===== config.mk =====
export PLATFORM = sky130hd
export DESIGN_NAME = eeprom_word_fetcher
export DESIGN_NICKNAME = d
export VERILOG_FILES = /design/src/rtl/eeprom_word_fetcher_pkg.sv /design/src/rtl/eeprom_word_fetcher_fifo.sv /design/src/rtl/eeprom_word_fetcher.sv
export SDC_FILE = /design/constraint.sdc
export NUM_CORES = 1
export LEC_CHECK = 0
export ABC_AREA = 1
export BUFFER_PORTS_ARGS = -buffer_cell sky130_fd_sc_hd__buf_2
export CAP_MARGIN = 20
export CORE_ASPECT_RATIO = 1.4
export CORE_MARGIN = 2
export CORE_UTILIZATION = 30
export CTS_BUF_LIST = sky130_fd_sc_hd__clkbuf_4 sky130_fd_sc_hd__clkbuf_8 sky130_fd_sc_hd__clkbuf_16
export DETAILED_ROUTE_END_ITERATION = 8
export GPL_TIMING_DRIVEN = 0
export PLACE_DENSITY = 0.53
export SLEW_MARGIN = 20
export SYNTH_ARGS = -nofsm -noshare
export SYNTH_HDL_FRONTEND = slang
export SYNTH_HIERARCHICAL = 1
export SYNTH_SLANG_ARGS = --single-unit

===== constraint.sdc =====
create_clock -name CLK -period 2.4 [get_ports CLK]
set_input_delay 0.48 -clock CLK [delete_from_list [all_inputs] [get_ports CLK]]
set_output_delay 0.48 -clock CLK [all_outputs]
set_load 0.02 [all_outputs]

===== src/rtl/eeprom_word_fetcher_pkg.sv =====
// rtl/eeprom_word_fetcher_pkg.sv - shared widths, FSM states and constants for the EEPROM word fetcher
package eeprom_word_fetcher_pkg;

   // Default geometry of the EEPROM bank and the fetch engine
   localparam int ADDR_W_DEF      = 13;
   localparam int DATA_W_DEF      = 32;
   localparam int CNT_W_DEF       = 7;
   localparam int WAIT_CYCLES_DEF = 3;
   localparam int FIFO_DEPTH_DEF  = 2;

   // Word address of the 64 SHA-256 round constants inside the EEPROM
   localparam logic [ADDR_W_DEF-1:0] SHA_K_BASE = 13'h0000;

   // Fetch sequencer states
   typedef enum logic [2:0] {
      IDLE,
      SETUP,
      ACCESS,
      DRAIN,
      FINISH
   } fetch_state_t;

endpackage


===== src/rtl/eeprom_word_fetcher_fifo.sv =====
// rtl/eeprom_word_fetcher_fifo.sv - two-entry synchronous FIFO with registered head word
module fetch_fifo2
   import eeprom_word_fetcher_pkg::*;
#(
   parameter int WIDTH = DATA_W_DEF
) (
   input  logic             clk,
   input  logic             rst,
   input  logic             push,
   input  logic [WIDTH-1:0] push_data,
   input  logic             pop,
   output logic [WIDTH-1:0] head,
   output logic             full,
   output logic             empty,
   output logic [1:0]       level
);

   logic [WIDTH-1:0] tail;
   logic [1:0]       count;
   logic             do_push;
   logic             do_pop;

   // A pop on an empty FIFO is dropped; a push into a full FIFO is only taken alongside a pop
   assign do_pop  = pop && (count != 2'd0);
   assign do_push = push && ((count != 2'd2) || do_pop);

   assign full  = (count == 2'd2);
   assign empty = (count == 2'd0);
   assign level = count;

   // Shift-style storage: head is always the oldest word so the consumer sees a plain register
   always_ff @(posedge clk) begin
      if (rst) begin
         head  <= '0;
         tail  <= '0;
         count <= 2'd0;
      end else begin
         case ({do_push, do_pop})
            2'b10: begin
               if (count == 2'd0) begin
                  head <= push_data;
               end else begin
                  tail <= push_data;
               end
               count <= count + 2'd1;
            end
            2'b01: begin
               head  <= tail;
               count <= count - 2'd1;
            end
            2'b11: begin
               if (count == 2'd1) begin
                  head <= push_data;
               end else begin
                  head <= tail;
                  tail <= push_data;
               end
            end
            default: begin
            end
         endcase
      end
   end

endmodule


===== src/rtl/eeprom_word_fetcher.sv =====
// rtl/eeprom_word_fetcher.sv - EEPROM burst reader feeding 32-bit words to the SHA-256 datapath
module eeprom_word_fetcher
   import eeprom_word_fetcher_pkg::*;
#(
   parameter int ADDR_W      = ADDR_W_DEF,
   parameter int DATA_W      = DATA_W_DEF,
   parameter int WAIT_CYCLES = WAIT_CYCLES_DEF,
   parameter int CNT_W       = CNT_W_DEF,
   parameter int FIFO_DEPTH  = FIFO_DEPTH_DEF
) (
   input  logic              CLK,
   input  logic              RST,
   input  logic              START,
   input  logic [ADDR_W-1:0] BASE,
   input  logic [CNT_W-1:0]  COUNT,
   output logic [0:ADDR_W-1] A,
   output logic              CE,
   output logic              OE,
   output logic              WE,
   input  logic [0:DATA_W-1] IO,
   output logic [DATA_W-1:0] DOUT,
   output logic              DVALID,
   input  logic              DREADY,
   output logic              BUSY,
   output logic              DONE
);

   localparam int WAIT_W = (WAIT_CYCLES > 1) ? $clog2(WAIT_CYCLES) : 1;
   localparam logic [2:0] DEPTH_L = 3'(FIFO_DEPTH);

   fetch_state_t      state;
   logic [ADDR_W-1:0] addr;
   logic [CNT_W-1:0]  remaining;
   logic [WAIT_W-1:0] wait_cnt;

   logic              push;
   logic              pop;
   logic              fifo_full;
   logic              fifo_empty;
   logic [1:0]        fifo_level;
   logic [2:0]        level_after_pop;
   logic              room_now;
   logic              room_after_push;

   // The device is only ever read
   assign WE = 1'b1;

   assign DVALID = !fifo_empty;
   assign pop    = DVALID && DREADY;

   // IO is captured on the edge that closes the final access cycle
   assign push = (state == ACCESS) && (wait_cnt == '0);

   // Space checks include a pop happening on the same edge so a stall releases without a lost cycle
   assign level_after_pop = {1'b0, fifo_level} - {2'b00, pop};
   assign room_now        = !fifo_full || pop;
   assign room_after_push = (level_after_pop + 3'd1) < DEPTH_L;

   fetch_fifo2 #(
      .WIDTH (DATA_W)
   ) u_fifo (
      .clk       (CLK),
      .rst       (RST),
      .push      (push),
      .push_data (IO),
      .pop       (pop),
      .head      (DOUT),
      .full      (fifo_full),
      .empty     (fifo_empty),
      .level     (fifo_level)
   );

   // Burst sequencer: all EEPROM pins and status flags are registered here so none can glitch
   always_ff @(posedge CLK) begin
      if (RST) begin
         state     <= IDLE;
         addr      <= '0;
         remaining <= '0;
         wait_cnt  <= '0;
         A         <= '0;
         CE        <= 1'b1;
         OE        <= 1'b1;
         BUSY      <= 1'b0;
         DONE      <= 1'b0;
      end else begin
         DONE <= 1'b0;
         case (state)
            IDLE: begin
               if (START) begin
                  addr      <= BASE;
                  remaining <= COUNT;
                  A         <= BASE;
                  if (COUNT == '0) begin
                     state <= FINISH;
                     DONE  <= 1'b1;
                     BUSY  <= 1'b0;
                  end else begin
                     // The FIFO is always empty in IDLE, so the first setup never stalls
                     state <= SETUP;
                     CE    <= 1'b0;
                     OE    <= 1'b1;
                     BUSY  <= 1'b1;
                  end
               end
            end
            SETUP: begin
               // CE high here means the FIFO was full and the setup cycle has not really started
               if (!CE) begin
                  state    <= ACCESS;
                  OE       <= 1'b0;
                  wait_cnt <= WAIT_W'(WAIT_CYCLES - 1);
               end else if (room_now) begin
                  CE <= 1'b0;
               end
            end
            ACCESS: begin
               if (wait_cnt != '0) begin
                  wait_cnt <= wait_cnt - 1'b1;
               end else begin
                  addr      <= addr + 1'b1;
                  A         <= addr + 1'b1;
                  remaining <= remaining - 1'b1;
                  OE        <= 1'b1;
                  if (remaining != CNT_W'(1)) begin
                     state <= SETUP;
                     CE    <= !room_after_push;
                  end else begin
                     state <= DRAIN;
                     CE    <= 1'b1;
                  end
               end
            end
            DRAIN: begin
               if (fifo_empty) begin
                  state <= FINISH;
                  DONE  <= 1'b1;
                  BUSY  <= 1'b0;
               end
            end
            FINISH: begin
               state <= IDLE;
            end
            default: begin
               state <= IDLE;
            end
         endcase
      end
   end

endmodule


==> Implementation_results.wiki <==
{| class="wikitable"
! Metric !! Value
|-
| Run status || finished clean
|-
| Total Routing Usage GR || 16.2%
|-
| Required time of the critical path || between 2 and 3 ns
|-
| Final-report setup violation count || 0
|-
| Antenna fix cells || 0
|-
| Maximum vdd ir drop || 0.000344 V
|-
| Post-Synthesis Net Count || 853
|-
| RD Place Congestion || 0.827
|-
| Number of CTS-inserted buffers || 9
|-
| Number of instances in the synthesized netlist || 790
|-
| FP Rows || 56
|-
| Wire length of the first global-routing pass || 23900 um
|-
| Layout filler cell count || approximately 1900
|-
| Antenna violations before repair || 1
|-
| Primary FF master, synth || sky130_fd_sc_hd__dfxtp_1
|-
| Setup slack at placement || approximately 0.23 ns
|-
| Asr flop ratio synth || 0%
|-
| Buffers on Ports || 105
|-
| Kind of cell adding the most delay to the critical path || simple AND/OR/NAND/NOR gates
|-
| Overall die area || 0.0182 mm^2
|-
| CTS H-tree depth || 3
|-
| Setup repair after global routing missed its margin || no
|-
| Static leakage || 2.92 nW
|-
| Post-DR wirelength/cell || 12.9 um
|-
| Worst relative slew slack || 60.5%
|-
| EDFF count, synth || 0
|-
| Maximum number of pins on one net before global-route repair || 18
|-
| Core Region || 0.0167 mm^2
|-
| Arr. time, crit path || 2.33 ns
|-
| Setup clock skew after layout || 0.00823 ns
|-
| Nets || 969
|-
| Number of global-route vias before repair || ~4900
|-
| Synth-to-Final Area Change || 20.6%
|-
| Cell area after placement || around 0.0059 mm^2
|-
| Path type of the worst min-delay path || primary input to register
|-
| I/O pins || 107
|-
| CP Buf/Inv Count || 2
|-
| Length of the first detailed-routing pass in iterations || 4
|-
| Type of origin of the critical path || register
|-
| Post-route worst setup slack || 0.314 ns
|-
| Type of the worst setup path || register to register
|-
| Synth warnings || 6
|-
| Upper clock frequency limit || 0.479 GHz
|-
| Share of the yosys chip area belonging to registers || 37.0%
|-
| Netlist area before placement || 0.00513 mm^2
|-
| Total Routed Length || 14400 um
|-
| Routed via count || around 5000
|-
| Util after Layout || roughly 37%
|-
| Slowest cell on crit path || sky130_fd_sc_hd__dfxtp_1
|-
| Crit path time final || about 2.1 ns
|-
| Period utilization || 86.9%
|-
| Placed wire-length estimate || 10700 um
|-
| Slowest Stage Delay on Critical Path || 0.37 ns
|-
| Buffers inserted by post-CTS timing repair || 0
|-
| CTS Sinks || 95
|-
| Syn avg cell area || 6.50 um^2
|-
| Pin slew with the least headroom to its limit || 0.593 ns
|-
| CTS clock-pin slew for the worst setup and hold paths || around 0.07 ns
|-
| Number of max-slew violations in the final report || 0
|-
| FF-to-FF setup slack || roughly 0.31 ns
|-
| Clk buf depth || 2
|-
| Element type at the critical path end || register
|-
| Number of maximum-capacitance violations || 0
|-
| Highest net fanout along the worst path || 10
|-
| CTS tree || done
|-
| Post-DRT Antenna Nets || 0
|-
| Die width || 115 um
|-
| Post-route design area || 0.00619 mm^2
|-
| Share of cells above drive strength 1 || between 20% and 30%
|-
| Cell Chain, Critical Path || nor2_2 -> nand2_4 -> buf_2 -> nor2_2 -> nand3b_1 -> nand2_2 -> clkbuf_2 -> o21ai_1 -> nor2_1 -> nor2_1
|-
| Total negative slack || 0 ns
|-
| Library cells used by synthesis || 34
|-
| Worst-skew pair later-pin latency || 0.35 ns
|-
| DRC errors left || 0
|-
| Post-synthesis register bit count || 95
|-
| CTS Root Cell || sky130_fd_sc_hd__clkbuf_16
|-
| Cell Pwr Density || approximately 1100 mW/mm^2
|-
| Via-per-instance ratio || 4.61
|-
| Worst hold slack || 0.317 ns
|-
| Final-report hold violation count || 0
|-
| Starting utilization of the core area || 30.7%
|-
| Chip height || 159 um
|-
| Detailed router's first-iteration violation count || 278
|-
| Overall overflow remaining after global route || 0
|}
-- cell families after synthesis --
| logic type | share of synthesized area [%] |
|---|---|
| adder cells (fa/ha/maj) | 1.71 |
| AO/OA/AOI/OAI | 15.1 |
| flip-flops | 37.0 |
| AND/OR/NAND/NOR | 31.6 |
| buffers and inverters | 14.1 |
| other | 0.0730 |
| XOR/XNOR | 0.341 |
-- area by class of cell --
cell class | instances | area (um^2) | share of cell area, %
Buffer | 44 | 318 | 5.13
Sequential cell | 95 | 1900 | 30.7
Clock inverter | 6 | 51.3 | 0.828
Tap cell | 203 | 254 | 4.10
Inverter | 107 | 404 | 6.53
Multi-Input combinational cell | 544 | 2510 | 40.6
Timing Repair Buffer | 105 | 526 | 8.49
Clock buffer | 9 | 225 | 3.64
-- cells in the final DEF (no fill, tap or decap), types with 3 or more instances in the layout --
cell type	instances
sky130_fd_sc_hd__clkbuf_16	9
sky130_fd_sc_hd__inv_1	100
sky130_fd_sc_hd__buf_2	117
sky130_fd_sc_hd__a21oi_1	55
sky130_fd_sc_hd__or2_2	4
sky130_fd_sc_hd__buf_6	15
sky130_fd_sc_hd__inv_6	5
sky130_fd_sc_hd__nand2_2	5
sky130_fd_sc_hd__ha_1	7
sky130_fd_sc_hd__o21ai_0	57
sky130_fd_sc_hd__o21ai_1	31
sky130_fd_sc_hd__inv_2	6
sky130_fd_sc_hd__nand3b_1	4
sky130_fd_sc_hd__nand4_1	6
sky130_fd_sc_hd__nand2_1	128
sky130_fd_sc_hd__nand3_1	57
sky130_fd_sc_hd__nand2_4	3
sky130_fd_sc_hd__or2_1	3
sky130_fd_sc_hd__buf_4	6
sky130_fd_sc_hd__dfxtp_1	95
sky130_fd_sc_hd__nor2_2	4
sky130_fd_sc_hd__nor2_1	166
sky130_fd_sc_hd__clkbuf_1	9
-- flip-flops by register name (all words and copies together), names as in the netlist --
name          count
remaining         7
wait_cnt          2
OE                1
DONE              1
CE                1
u_fifo/level      2
state             3
u_fifo/head      32
u_fifo/tail      32
addr             13
BUSY              1
-- per-stage QoR --
stage | power, W | cells
finish | 0.00671 | 1113
global route | 0.00729 | 1113
CTS | 0.00680 | 1113
detailed placement | 0.00536 | 1098
global placement | 0.00535 | 1098
floorplan | 0.00451 | 790
-- layer usage --
layer | up-vias | wire [um] | global-route usage [%]
li1 | 2716 | - | -
met1 | 2269 | 6160 | 18.8
met2 | 129 | 7240 | 28.6
met3 | 19 | 786 | 4.08
met4 | 2 | 180 | 5.04
met5 | - | 13 | 0
-- worst paths after layout --
check                           startpoint              end  depth (start not counted)
worst max-delay path              state[0]  u_fifo/head[26]                         10
worst min register to register          OE               OE                          2
worst max register to register    state[0]  u_fifo/head[26]                         10
worst min-delay path                   RST  u_fifo/level[1]                          2
-- what timing repair did --
| action | 4_1_cts | 5_1_grt |
|---|---|---|
| setup endpoints to repair | 0 | 17 |
| resized for setup | 0 | 1 |
| hold buffers | 0 | 0 |
-- report_power, final --
group	switching (W)	internal (W)
combinational	0.00188	0.00109
sequential	0.000307	0.00203
clock	0.000682	0.000717
-- synth_stat cells, drive strengths merged, types with 2 or more instances --
cell type	n	share of area, %
nor2	171	13
nand2	137	11
inv	107	7.9
dfxtp	95	37
o21ai	89	8.7
nand3	57	5.6
a21oi	55	5.4
buf	33	5.3
clkbuf	11	0.85
ha	7	1.7
or2	7	0.85
nand4	6	0.73
nand3b	4	0.58
a31oi	2	0.24
o21a	2	0.29
xor2	2	0.34
No activity file was read; power rests on OpenSTA's default activity.
